<file path="config.mk">
export PLATFORM = sky130hd
export DESIGN_NAME = hack_cpu_ctrl
export DESIGN_NICKNAME = d
export VERILOG_FILES = /design/src/rtl/hack_pkg.sv /design/src/rtl/hack_jump_unit.sv /design/src/rtl/hack_cpu_ctrl.sv
export SDC_FILE = /design/constraint.sdc
export NUM_CORES = 1
export LEC_CHECK = 0
export ABC_AREA = 1
export BUFFER_PORTS_ARGS = -buffer_cell sky130_fd_sc_hd__clkbuf_2
export CAP_MARGIN = 5
export CORE_ASPECT_RATIO = 0.6
export CORE_MARGIN = 1
export CORE_UTILIZATION = 30
export CTS_BUF_LIST = sky130_fd_sc_hd__clkbuf_2
export DETAILED_ROUTE_END_ITERATION = 12
export GPL_ROUTABILITY_DRIVEN = 0
export PLACE_DENSITY = 0.55
export SETUP_SLACK_MARGIN = 0.2
export SLEW_MARGIN = 20
export SYNTH_ARGS = -nofsm -noshare
export SYNTH_HDL_FRONTEND = slang
export SYNTH_SLANG_ARGS = --single-unit
</file>
<file path="constraint.sdc">
create_clock -name clk_i -period 1.12 [get_ports clk_i]
set_input_delay 0.056 -clock clk_i [delete_from_list [all_inputs] [get_ports clk_i]]
set_output_delay 0.056 -clock clk_i [all_outputs]
set_load 0.01 [all_outputs]
</file>
<file path="src/rtl/hack_pkg.sv">
// Shared definitions for the Hack CPU control core and its ALU environment.
//   - state_t     : control FSM states
//   - field bit positions inside a 16-bit Hack instruction
//   - alu_ctrl_t  : packed ALU control word {zx, nx, zy, ny, f, no}
package hack_pkg;

    typedef enum logic [0:0] {
        FETCH = 1'b0,
        EXEC  = 1'b1
    } state_t;

    // Instruction field positions
    localparam int unsigned BIT_CINSTR   = 15;  // 1 = C-instruction
    localparam int unsigned BIT_A        = 12;  // ALU y source: 0 = A, 1 = M
    localparam int unsigned CTRL_MSB     = 11;  // zx
    localparam int unsigned CTRL_LSB     = 6;   // no
    localparam int unsigned BIT_DEST_A   = 5;
    localparam int unsigned BIT_DEST_D   = 4;
    localparam int unsigned BIT_DEST_M   = 3;
    localparam int unsigned JUMP_MSB     = 2;   // j1 (lt)
    localparam int unsigned JUMP_LSB     = 0;   // j3 (gt)

    typedef struct packed {
        logic zx;
        logic nx;
        logic zy;
        logic ny;
        logic f;
        logic no;
    } alu_ctrl_t;

endpackage

</file>
<file path="src/rtl/hack_jump_unit.sv">
// Combinational jump condition evaluation for Hack C-instructions.
// Ports:
//   j_i[2:0]  jump bits {j1 (lt), j2 (eq), j3 (gt)}
//   zr_i      ALU result is zero
//   ng_i      ALU result is negative
//   taken_o   jump condition satisfied
module hack_jump_unit (
    input  logic [2:0] j_i,
    input  logic       zr_i,
    input  logic       ng_i,
    output logic       taken_o
);

    assign taken_o = (j_i[2] & ng_i) | (j_i[1] & zr_i) | (j_i[0] & ~ng_i & ~zr_i);

endmodule

</file>
<file path="src/rtl/hack_cpu_ctrl.sv">
// Hack CPU control core. Fetches instructions over a valid/ready handshake, decodes
// A- and C-instructions, drives an external combinational Hack ALU and issues data
// memory writes. Owns the A, D and PC registers.
// Ports:
//   clk_i, rst_ni                 clock, asynchronous active-low reset
//   instr_valid_i/instr_i         instruction word at pc_o
//   instr_ready_o                 core accepts instr_i this cycle (FETCH)
//   pc_o                          instruction fetch address
//   in_m_i                        RAM read data at address_m_o
//   out_m_o/write_m_o/address_m_o RAM write data, strobe and address (= A)
//   alu_x_o/alu_y_o               ALU operands (D, and A or M)
//   alu_{zx,nx,zy,ny,f,no}_o      ALU control bits
//   alu_out_i/alu_zr_i/alu_ng_i   ALU result and flags
module hack_cpu_ctrl
    import hack_pkg::*;
#(
    parameter int unsigned DATA_WIDTH = 16,
    parameter int unsigned ADDR_WIDTH = 15
) (
    input  logic                  clk_i,
    input  logic                  rst_ni,
    input  logic                  instr_valid_i,
    input  logic [DATA_WIDTH-1:0] instr_i,
    output logic                  instr_ready_o,
    output logic [ADDR_WIDTH-1:0] pc_o,
    input  logic [DATA_WIDTH-1:0] in_m_i,
    output logic [DATA_WIDTH-1:0] out_m_o,
    output logic                  write_m_o,
    output logic [ADDR_WIDTH-1:0] address_m_o,
    output logic [DATA_WIDTH-1:0] alu_x_o,
    output logic [DATA_WIDTH-1:0] alu_y_o,
    output logic                  alu_zx_o,
    output logic                  alu_nx_o,
    output logic                  alu_zy_o,
    output logic                  alu_ny_o,
    output logic                  alu_f_o,
    output logic                  alu_no_o,
    input  logic [DATA_WIDTH-1:0] alu_out_i,
    input  logic                  alu_zr_i,
    input  logic                  alu_ng_i
);

    state_t                r_state;
    logic [DATA_WIDTH-1:0] r_ir;
    logic [DATA_WIDTH-1:0] r_a;
    logic [DATA_WIDTH-1:0] r_d;
    logic [ADDR_WIDTH-1:0] r_pc;

    logic                  w_c_exec;
    logic                  w_jump;
    logic                  w_taken;
    logic [ADDR_WIDTH-1:0] w_pc_inc;
    alu_ctrl_t             w_ctrl;
    logic                  w_unused_ir;

    // IR[14:13] carry no meaning in a C-instruction
    assign w_unused_ir = ^r_ir[14:13];

    assign w_c_exec = (r_state == EXEC) && r_ir[BIT_CINSTR];
    assign w_pc_inc = r_pc + {{(ADDR_WIDTH-1){1'b0}}, 1'b1};

    hack_jump_unit u_jump (
        .j_i     (r_ir[JUMP_MSB:JUMP_LSB]),
        .zr_i    (alu_zr_i),
        .ng_i    (alu_ng_i),
        .taken_o (w_jump)
    );

    assign w_taken = w_c_exec & w_jump;

    // ALU drive is only meaningful while a C-instruction executes; zero otherwise
    always_comb begin
        w_ctrl  = '0;
        alu_x_o = '0;
        alu_y_o = '0;
        if (w_c_exec) begin
            w_ctrl  = alu_ctrl_t'(r_ir[CTRL_MSB:CTRL_LSB]);
            alu_x_o = r_d;
            alu_y_o = r_ir[BIT_A] ? in_m_i : r_a;
        end
    end

    assign alu_zx_o = w_ctrl.zx;
    assign alu_nx_o = w_ctrl.nx;
    assign alu_zy_o = w_ctrl.zy;
    assign alu_ny_o = w_ctrl.ny;
    assign alu_f_o  = w_ctrl.f;
    assign alu_no_o = w_ctrl.no;

    assign write_m_o     = w_c_exec & r_ir[BIT_DEST_M];
    assign out_m_o       = write_m_o ? alu_out_i : '0;
    assign address_m_o   = r_a[ADDR_WIDTH-1:0];
    assign instr_ready_o = (r_state == FETCH);
    assign pc_o          = r_pc;

    // Non-blocking updates mean jump target and RAM address both see the old A
    always_ff @(posedge clk_i or negedge rst_ni) begin
        if (!rst_ni) begin
            r_state <= FETCH;
            r_ir    <= '0;
            r_a     <= '0;
            r_d     <= '0;
            r_pc    <= '0;
        end else begin
            unique case (r_state)
                FETCH: begin
                    if (instr_valid_i) begin
                        r_ir    <= instr_i;
                        r_state <= EXEC;
                    end
                end
                EXEC: begin
                    r_state <= FETCH;
                    if (r_ir[BIT_CINSTR]) begin
                        if (r_ir[BIT_DEST_A]) r_a <= alu_out_i;
                        if (r_ir[BIT_DEST_D]) r_d <= alu_out_i;
                        r_pc <= w_taken ? r_a[ADDR_WIDTH-1:0] : w_pc_inc;
                    end else begin
                        r_a  <= r_ir;
                        r_pc <= w_pc_inc;
                    end
                end
                default: r_state <= FETCH;
            endcase
        end
    end

endmodule

</file>
==> run metrics <==
outcome=finished, violations left; failing checks=DRC, hold timing, setup timing; Commonest cells post-synth=126 x nand2_1, 77 x inv_1, 64 x dfrtp_1; drt first pass iters=9; share of the synthesized area in the top cell type=42.98%; H-tree levels=3; fin nets=812; Post-Syn Nets=565; Worst Setup Start Kind=flop; total CTS buffers=9; GRT Util Overall=22.27%; Routed Antenna Nets=0; Primary FF master, synth=dfrtp_1; hold buffer count at CTS=34; RSZ-0062 raised after global routing=yes; Tmin final=1.710 ns; Async SR Flop Fraction=100.0%; initial antenna violation count=0; Synth Area per Inst=7.292 um2; vias=4438; area leader, netlist=dfrtp_1; CTS Sinks=64; count leader, synth=nand2_1; number of synthesized flops with an enable pin=0; Port-buffer cells=138; share of post-route cells with drive strength above 1=49.93%; DIE AREA=12880 um2; setup ws final=-0.5895 ns; final hold slack=-0.05231 ns; Final HPWL DP=9202 um; pin count of the biggest net entering global routing=32; Clock Tree Root=clkbuf_2; fin crit share=152.6%; Reg clk slew, reported paths=0.20 ns; max-slew violations=0; number of max-cap violations=0; clock tree buffer depth=2; worst skew pair latency=0.54 ns; ant diodes=0; dpl cell area=5238 um2; CP arrival=1.65 ns; max incr delay on CP=0.47 ns; CP Max Fanout=8; drt drc=2; Ys Warns=0; first-pass GRT wire length=21800 um; final setup vio count=149; number of global-route vias before repair=4166; Syn-to-layout area delta=84.18%; CP Cell Sequence=nand2_8 > nor2_4 > buf_12 > inv_12 > nor2_4 > buf_6; sequential area share after synthesis=42.98%; Worst Tran Pin Value=0.8039 ns; Top-Level Pins=139; peak supply drop=0.5205 mV; Final Skew=0.02681 ns; Die Wd=145.9 um; Slew headroom=46.41%; cell mode on critical path=nor2_4; total negative slack=-48.45 ns; Peak Freq=0.5850 GHz; Die Y=88.33 um; gr ovfl total=0; Leak Pwr=0.003363 uW; DRT Wirelength=14800 um; vias per inst=4.782; Worst EP required=1.06 ns; CTS tree=yes; Worst Hold Class=input pin to async pin; post-synthesis cell type count=29; Crit Path Class=flop to output port; total power draw=10350 uW; FF+latch count, synth=64; Post-Syn Area=3726 um2; final hold violations=21; Cell Rows=31; power per cell area=1508 nW/um2; drt initial violations=209; largest cells by area after synthesis=dfrtp_1 43%, nand2_1 13%, inv_1 7.8%; Synth Instances=511; Core Footprint=12060 um2; Critical Path Sink Type=output port; cell family with most CP delay=flip-flops; Layout Utilization=56.89%; drt wl/cell=15.94 um; Starting Density=30.89%; Worst Path Buf+Inv=3; post-route cell area=6863 um2; slowest CP cell=dfrtp_2
[final timing paths]
| path | from | endpoint | slack [ns] | cells after the start |
|---|---|---|---|---|
| worst max-delay path | r_state | out_m_o[9] | -0.59 | 6 |
| worst min-delay path | rst_ni | pc_o[6] | -0.05 | 2 |
| worst max register to register | r_ir[15] | r_a[11] | -0.29 | 6 |
| worst min register to register | r_d[0] | r_d[0] | 0.52 | 2 |
| max in group asynchronous | rst_ni | r_a[9] | 0.64 | 3 |
| min in group clk_i | alu_zr_i | pc_o[4] | 0.09 | 6 |
[worst reg2reg max path: stages, from the launching register on]
cell,delay [ns]
dfrtp_2,0.48
buf_4,0.15
buf_4,0.14
o21ai_4,0.21
buf_12,0.17
buf_4,0.11
o21ai_1,0.04
[routing by layer]
metal	wire length (um)	part of all wire, %	vias up	GRT usage (%)
li1	-	-	2103	-
met1	7008	47	2117	31.33
met2	6509	44	197	35.06
met3	1108	7.5	21	4.639
met4	168	1.1	0	5.646
met5	0	0	-	0
[cells in the final DEF, fill, tap and decap left out, types with 6 or more instances in the layout]
| cell type | instances |
|---|---|
| nand2_1 | 107 |
| clkbuf_2 | 94 |
| inv_1 | 73 |
| dfrtp_1 | 56 |
| buf_4 | 55 |
| buf_6 | 51 |
| nor2_4 | 40 |
| dlygate4sd3_1 | 34 |
| o21ai_1 | 33 |
| nand3_1 | 29 |
| o21ai_2 | 22 |
| buf_2 | 20 |
| o211ai_1 | 17 |
| nand2_2 | 13 |
| buf_12 | 12 |
| nand2_8 | 9 |
| nand3_2 | 9 |
| a21oi_1 | 8 |
| nand2_4 | 8 |
| dfrtp_2 | 8 |
| nor2_1 | 7 |
| buf_8 | 7 |
| a21oi_2 | 6 |
| nor2_2 | 6 |
[layout make-up]
type                       instances  area [um2]
clock buffer                      10       50.05
inverter                          80       349.1
fill                            1135        5200
clock inverter                     6       50.05
multi-input combinational        333        2260
sequential                        64        1612
timing repair inverter             4       60.06
timing repair buffer             266        2276
tap                              165       206.4
[logic make-up (layout without fill, tap and decap cells)]
group	after synthesis	count (layout)	synth area share [%]
and+or+nand+nor	228	235	26.02
buffers and inverters	121	366	15.75
AOI/OAI and AO/OA	93	93	13.97
DFF	64	64	42.98
xor gates and xnor gates	4	4	0.9404
adders and majority gates	1	1	0.3357
[through the flow]
step | std cells | worst slack [ns]
4_1_cts | 912 | -0.5922
5_1_grt | 928 | -0.6768
3_3_place_gp | 826 | -0.1398
3_5_place_dp | 826 | -0.2162
6_report | 928 | -0.5895
2_1_floorplan | 511 | -0.1386
[power breakdown]
part	internal, uW	switching [uW]
Combinational	2630	2660
Clock	493	919
Sequential	3000	653
Total	6120	4230
[registers in the layout, indices dropped and copies added, names as in the netlist]
register	count
r_ir	16
r_state	1
pc_o	15
r_d	16
r_a	16
[repair_timing]
| action | 4_1_cts | 5_1_grt |
|---|---|---|
| endpoints found under the hold margin | 113 | 21 |
| cloned | 8 | 7 |
| pin swaps | 13 | 14 |
| endpoints found under the setup margin | 150 | 150 |
| buffers inserted | 28 | 9 |
| gates resized for setup | 77 | 138 |
(Power assumes the default switching activity.)
